### src/rtl/spi_reg_ctrl.sv
// Framed SPI register controller: 32-bit command frames commit one register atomically, with readback and status.
// Commit on the 32nd posedge of a frame; readback data on spi_miso from the 8th posedge on; no backpressure (host paced).
module spi_reg_ctrl #(
  parameter int N   = 18,
  parameter int L   = 12,
  parameter int D   = 5,
  parameter int F_S = 50000000,
  parameter int F_C = 10000000,
  parameter int DF  = 75000
) (
  input  logic         spi_clk,
  input  logic         rst,
  input  logic         spi_csn,
  input  logic         spi_mosi,
  output logic         spi_miso,
  input  logic         usb_i2sn_pin,
  input  logic         audio_chan_sel_pin,
  input  logic         i2s_ws_align_pin,
  input  logic         dith_disable_pin,
  output logic [N-1:0] acc_inc,
  output logic [L-1:0] df_inc,
  output logic [D-1:0] dac_ena,
  output logic [2:0]   dith_fact,
  output logic         usb_i2sn,
  output logic         audio_chan_sel,
  output logic         i2s_ws_align,
  output logic         cfg_seq
);

  localparam int ACC_RST = (2**N) / (F_S / F_C);
  localparam int DF_RST  = (2**N) / (F_S / DF);

  logic [5:0]  bit_cnt;
  logic        cnt_clr;
  logic [30:0] shift;
  logic [23:0] frame_dat;
  logic [23:0] rd_sr;
  logic [23:0] rd_val;
  logic        rd_phase;
  logic        pending;
  logic [7:0]  wr_cnt;
  logic [7:0]  err_cnt;
  logic [2:0]  dith;
  logic [3:0]  flags;
  logic        frame_en;

  // Deasserting chip select aborts the frame position immediately.
  assign cnt_clr = rst | spi_csn;

  always_ff @(posedge spi_clk or posedge cnt_clr) begin
    if (cnt_clr)
      bit_cnt <= 6'd0;
    else if (bit_cnt != 6'd32)
      bit_cnt <= bit_cnt + 6'd1;
  end

  assign frame_en  = !spi_csn && (bit_cnt != 6'd32);
  assign frame_dat = {shift[22:0], spi_mosi};

  // At the 8th edge shift[6] is R/Wn and shift[5:3] the address.
  always_comb begin
    rd_val = '0;
    case (shift[5:3])
      3'd0:    rd_val[N-1:0] = acc_inc;
      3'd1:    rd_val[L-1:0] = df_inc;
      3'd2:    rd_val[D-1:0] = dac_ena;
      3'd3:    rd_val[2:0]   = dith;
      3'd4:    rd_val[3:0]   = flags;
      3'd5:    rd_val        = {wr_cnt, err_cnt, 8'hA5};
      default: rd_val        = '0;
    endcase
  end

  always_ff @(posedge spi_clk or posedge rst) begin
    if (rst) begin
      shift    <= '0;
      rd_sr    <= '0;
      rd_phase <= 1'b0;
      pending  <= 1'b0;
      wr_cnt   <= '0;
      err_cnt  <= '0;
      cfg_seq  <= 1'b0;
      acc_inc  <= N'(ACC_RST);
      df_inc   <= L'(DF_RST);
      dac_ena  <= '1;
      dith     <= 3'd2;
      flags    <= '0;
    end else if (frame_en) begin
      shift <= {shift[29:0], spi_mosi};

      if (bit_cnt == 6'd0) begin
        rd_phase <= 1'b0;
        pending  <= 1'b1;
        if (pending && err_cnt != 8'hFF)
          err_cnt <= err_cnt + 8'd1;
      end

      if (bit_cnt == 6'd7) begin
        rd_phase <= shift[6];
        rd_sr    <= shift[6] ? rd_val : 24'd0;
      end else if (bit_cnt > 6'd7) begin
        rd_sr <= {rd_sr[22:0], 1'b0};
      end

      if (bit_cnt == 6'd31) begin
        pending <= 1'b0;
        if (!shift[30] && shift[29:27] <= 3'd4) begin
          case (shift[29:27])
            3'd0:    acc_inc <= frame_dat[N-1:0];
            3'd1:    df_inc  <= frame_dat[L-1:0];
            3'd2:    dac_ena <= frame_dat[D-1:0];
            3'd3:    dith    <= frame_dat[2:0];
            default: flags   <= frame_dat[3:0];
          endcase
          cfg_seq <= ~cfg_seq;
          wr_cnt  <= wr_cnt + 8'd1;
        end
      end
    end
  end

  assign spi_miso = !spi_csn && rd_phase && (bit_cnt >= 6'd8) && rd_sr[23];

  // Pins govern the mode flags until the host takes over via spi_override.
  always_comb begin
    usb_i2sn       = flags[3] ? flags[0] : usb_i2sn_pin;
    audio_chan_sel = flags[3] ? flags[1] : audio_chan_sel_pin;
    i2s_ws_align   = flags[3] ? flags[2] : i2s_ws_align_pin;
    dith_fact      = (!flags[3] && dith_disable_pin) ? 3'd0 : dith;
  end

endmodule

### config.mk
export PLATFORM = sky130hd
export DESIGN_NAME = spi_reg_ctrl
export DESIGN_NICKNAME = d
export VERILOG_FILES = /design/src/rtl/spi_reg_ctrl.sv
export SDC_FILE = /design/constraint.sdc
export NUM_CORES = 1
export LEC_CHECK = 0
export ABC_AREA = 1
export ABC_CLOCK_PERIOD_IN_PS = 4200
export BUFFER_PORTS_ARGS = -buffer_cell sky130_fd_sc_hd__buf_2
export CORE_MARGIN = 5
export CORE_UTILIZATION = 60
export DETAILED_ROUTE_END_ITERATION = 12
export PLACE_DENSITY_LB_ADDON = 0.12
export SLEW_MARGIN = 25
export SYNTH_ARGS = -nofsm -noshare
export SYNTH_HDL_FRONTEND = slang
export SYNTH_SLANG_ARGS = --single-unit
### constraint.sdc
create_clock -name spi_clk -period 4.2 [get_ports spi_clk]
set_input_delay 0.84 -clock spi_clk [delete_from_list [all_inputs] [get_ports spi_clk]]
set_output_delay 0.84 -clock spi_clk [all_outputs]
set_load 0.05 [all_outputs]
==> parameters.txt <==
Parameter                              Value

Status
  Outcome ... finished clean

Critical path
  Largest delay share family, worst path ... simple AND/OR/NAND/NOR gates
  RR Endpoint ... rd_sr[7]
  Crit-path max FO ... 11
  Cell depth of the worst flop-to-flop path ... 7
  Worst endpoint required time ... 3.36 ns
  Library cell appearing most often on the critical path ... nor2_1
  CP Launch Type ... register
  Critical path's slowest cell ... nor2_1
  CP Buf/Inv Count ... 2
  FF-to-FF Start ... bit_cnt[4]
  Path type of the worst setup path ... reg -> out
  Cell-by-cell trace of the critical path ... inv_1 -> nand2_1 -> nor2_1 -> nor2_1 -> buf_2
  CP Capture Type ... output port
  Flop-to-flop setup slack ... 1.81 ns
  Delay of the slowest critical-path stage ... 0.68 ns
  Data arrival time of the critical path ... 2.13 ns

Global routing
  Most crowded layer after global routing ... met2
  Number of antenna violations at the first check in global routing ... 0
  First-pass GRT wire length ... 23300 um
  GR met3 Demand/Resource ... 6.05%
  Global route total overflow ... 0
  GRT Util Overall ... 25.2%
  Met1 Use GR ... 33.9%
  Pin count of the biggest net entering global routing ... 63
  Met2 routing resource usage after global routing ... 39.5%
  Number of global-route vias before repair ... 4875

Synth
  Number of nets in the synthesized netlist ... 762
  Portion of the post-synthesis area used by sequential elements ... 51.8%
  Total standard cell area after synthesis ... 5940 um^2
  Number of instances in the synthesized netlist ... 750
  Count of yosys warnings during synthesis ... 0
  Number of synthesized register bits ... 122
  Avg Synthesized Cell Area ... 7.92 um^2
  Number of unique standard cell types used by synthesis ... 29

Pwr
  Leakage power total ... 3.47 nW
  Areal power density over the cells ... 446 nW/um^2
  Register share of total power ... 44.0%
  Sw power ... 0.801 mW
  Peak VDD IR ... 300 uV
  Part of the total power dissipated in combinational logic ... 10.7%
  Switch share ... 26.5%
  Clock network fraction of total power ... 45.4%
  Cell-internal power ... 2.22 mW

STA
  Clock skew after layout ... 0.0103 ns
  Number of failing hold endpoints at the final stage ... 0
  Fmax ... 337 MHz
  Final setup TNS ... 0 ns
  Crit path time final ... 2.97 ns
  Final count of pins violating max slew ... 0
  Period Utilization, post-route ... 70.6%
  Worst-margin pin slew ... 0.907 ns
  RSZ-0062 raised after global routing ... no
  Number of endpoints failing setup at the final stage ... 0
  Worst slew margin relative to its limit ... 39.3%

Clock network
  Clk slew on worst S/H paths ... 0.06 ns
  Clock latency at the later pin of the worst-skew pair ... 0.52 ns
  Resized cells post-CTS ... 0
  Hold Buf Count CTS ... 0
  Root Buffer ... clkbuf_8
  Number of clock sinks ... 122
  TritonCTS Buffers ... 17
  Clock tree from TritonCTS ... yes
  Buffer depth of the longest clock path ... 2
  # Post-CTS Setup Buffers ... 0
  Total number of H-tree levels ... 4

Floorplan
  Area of the core ... 9730 um^2
  Std cell rows ... 36
  Initial standard-cell utilization of the core ... 61.1%
  Overall die area ... 12000 um^2
  Number of top-level pins ... 51
  Vertical die dimension ... 110 um
  DIE WIDTH ... 110 um

Route
  Residual antenna-violating net count after detailed routing ... 0
  Detailed-router iteration count before antenna repair ... 5
  Final routed wirelength across all metal layers ... 13800 um
  Average via count per standard cell ... 5.34
  Total vias in the final route ... 5034
  Number of remaining DRC errors ... 0
  Routed length per instance ... 14.7 um
  Iteration-0 DRC count of the detailed router ... 415

Layout
  Area used by multi-input combinational logic ... 2430 um^2
  Number of cells in the finished layout apart from fillers ... 943
  Antenna cell count ... 0
  Net count of the finished layout ... 809
  Relative area change from synthesis to final layout ... 14.0%
  Sequential standard cell area ... 3080 um^2
  Layout fillers ... 779
  Layout cells sized above 1 ... 14.8%

Placed design
  Weighted congestion at the end of routability-driven global placement ... 0.866
  Placed wire-length estimate after detailed placement ... 9240 um
  Count of port buffers added during placement ... 50
  Cell total after placement ... 911

Run
  Max-Cap Viols ... 0

Worst hold path
  Type of the most critical hold path ... in -> async
cells in the final DEF, fill, tap and decap left out, drive strengths merged:
cell / Yosys / final
nand2: 311 / 311
dfrtp: 104 / 104
o21ai: 88 / 88
inv: 71 / 71
nor2: 55 / 55
buf: 20 / 53
nand3: 24 / 24
clkbuf: 5 / 23
dfstp: 18 / 18
nand4: 10 / 10
a21boi: 10 / 10
xor2: 8 / 8
xnor2: 8 / 8
clkinv: 1 / 7
a21oi: 6 / 6
nor3: 5 / 5
ha: 4 / 4
o21a: 2 / 2
bufinv: 0 / 2
clkinvlp: 0 / 1
per-stage QoR:
stage               hold WS [ns]  utilization, %  area, um^2  total power [mW]  setup WS, ns
detailed placement         0.466            63.9        6220              1.66          1.76
floorplan                  0.442               -        5940              1.58         0.317
finish                     0.386            69.6        6770              3.02          1.23
global route               0.438            69.6        6770              3.15          1.15
CTS                        0.389            69.6        6770              3.04          1.26
global placement           0.462            63.9        6220              1.65          1.80
worst max path at each step:
stage                from          to  slack (ns)  cells past startpoint
2_1_floorplan         rst  acc_inc[0]        0.32                      1
3_3_place_gp      spi_csn    spi_miso        1.80                      5
3_5_place_dp      spi_csn    spi_miso        1.76                      5
4_1_cts        bit_cnt[4]    spi_miso        1.26                      5
5_1_grt        bit_cnt[4]    spi_miso        1.15                      5
6_report       bit_cnt[4]    spi_miso        1.23                      5
power by group through the flow:
stage                     registers, mW  logic [mW]  clock network [mW]
after CTS                          1.33       0.323                1.39
after global routing               1.34       0.364                1.45
after global placement             1.34       0.311                   0
after floorplan                    1.38       0.201                   0
after detailed placement           1.34       0.319                   0
final                              1.33       0.322                1.37
flip-flops by register name (all words and copies together), names as in the netlist:
name / flops
rd_sr: 24
dith: 3
dac_ena: 5
err_cnt: 8
bit_cnt: 6
cfg_seq: 1
acc_inc: 18
flags: 4
df_inc: 12
pending: 1
wr_cnt: 8
shift: 31
rd_phase: 1
cell type report:
class                   count  share of cell area (%)
clock inverters             9                    1.44
well taps                 133                    2.46
flip-flops and latches    122                    45.4
inverters                  72                    4.03
repair buffers             53                    4.03
clock buffers              23                    6.74
multi-input cells         531                    35.9
cell families after synthesis:
kind of cell    after synthesis  synth area share (%)
compound gates              106                  9.44
fa+ha+maj                     4                 0.842
flops                       122                  51.8
xor+xnor                     16                  2.36
simple gates                405                  28.3
buf+inv                      97                  7.31
layer usage:
metal,vias to the layer above,share of wire [%],wire [um]
li1,2438,-,-
met1,2412,44,6050
met2,167,48,6600
met3,17,6.7,922
met4,0,1.8,251
met5,-,0,0
cell usage after synthesis:
library cell	number	area, um^2
inv_2	2	7.51
nor2_1	46	173
inv_1	69	259
nor2_4	3	33.8
nand3_1	20	100
nand4_1	10	62.6
ha_1	4	50.1
nand3_2	4	40.0
nand2_4	3	33.8
buf_4	8	60.1
dfstp_2	18	473
o21ai_1	39	195
nor2_8	1	20.0
a21boi_1	8	60.1
clkinv_1	1	3.75
nor2_2	5	31.3
nand2_2	2	12.5
nand2_1	306	1150
buf_2	8	40.0
a21oi_1	6	30.0
o21ai_0	49	245
o21a_1	2	15.0
clkbuf_1	5	18.8
xnor2_1	8	70.1
a21boi_0	2	15.0
nor3_1	5	25.0
dfrtp_1	104	2600
buf_6	4	45.0
xor2_1	8	70.1
No activity file was read; power rests on OpenSTA's default activity.
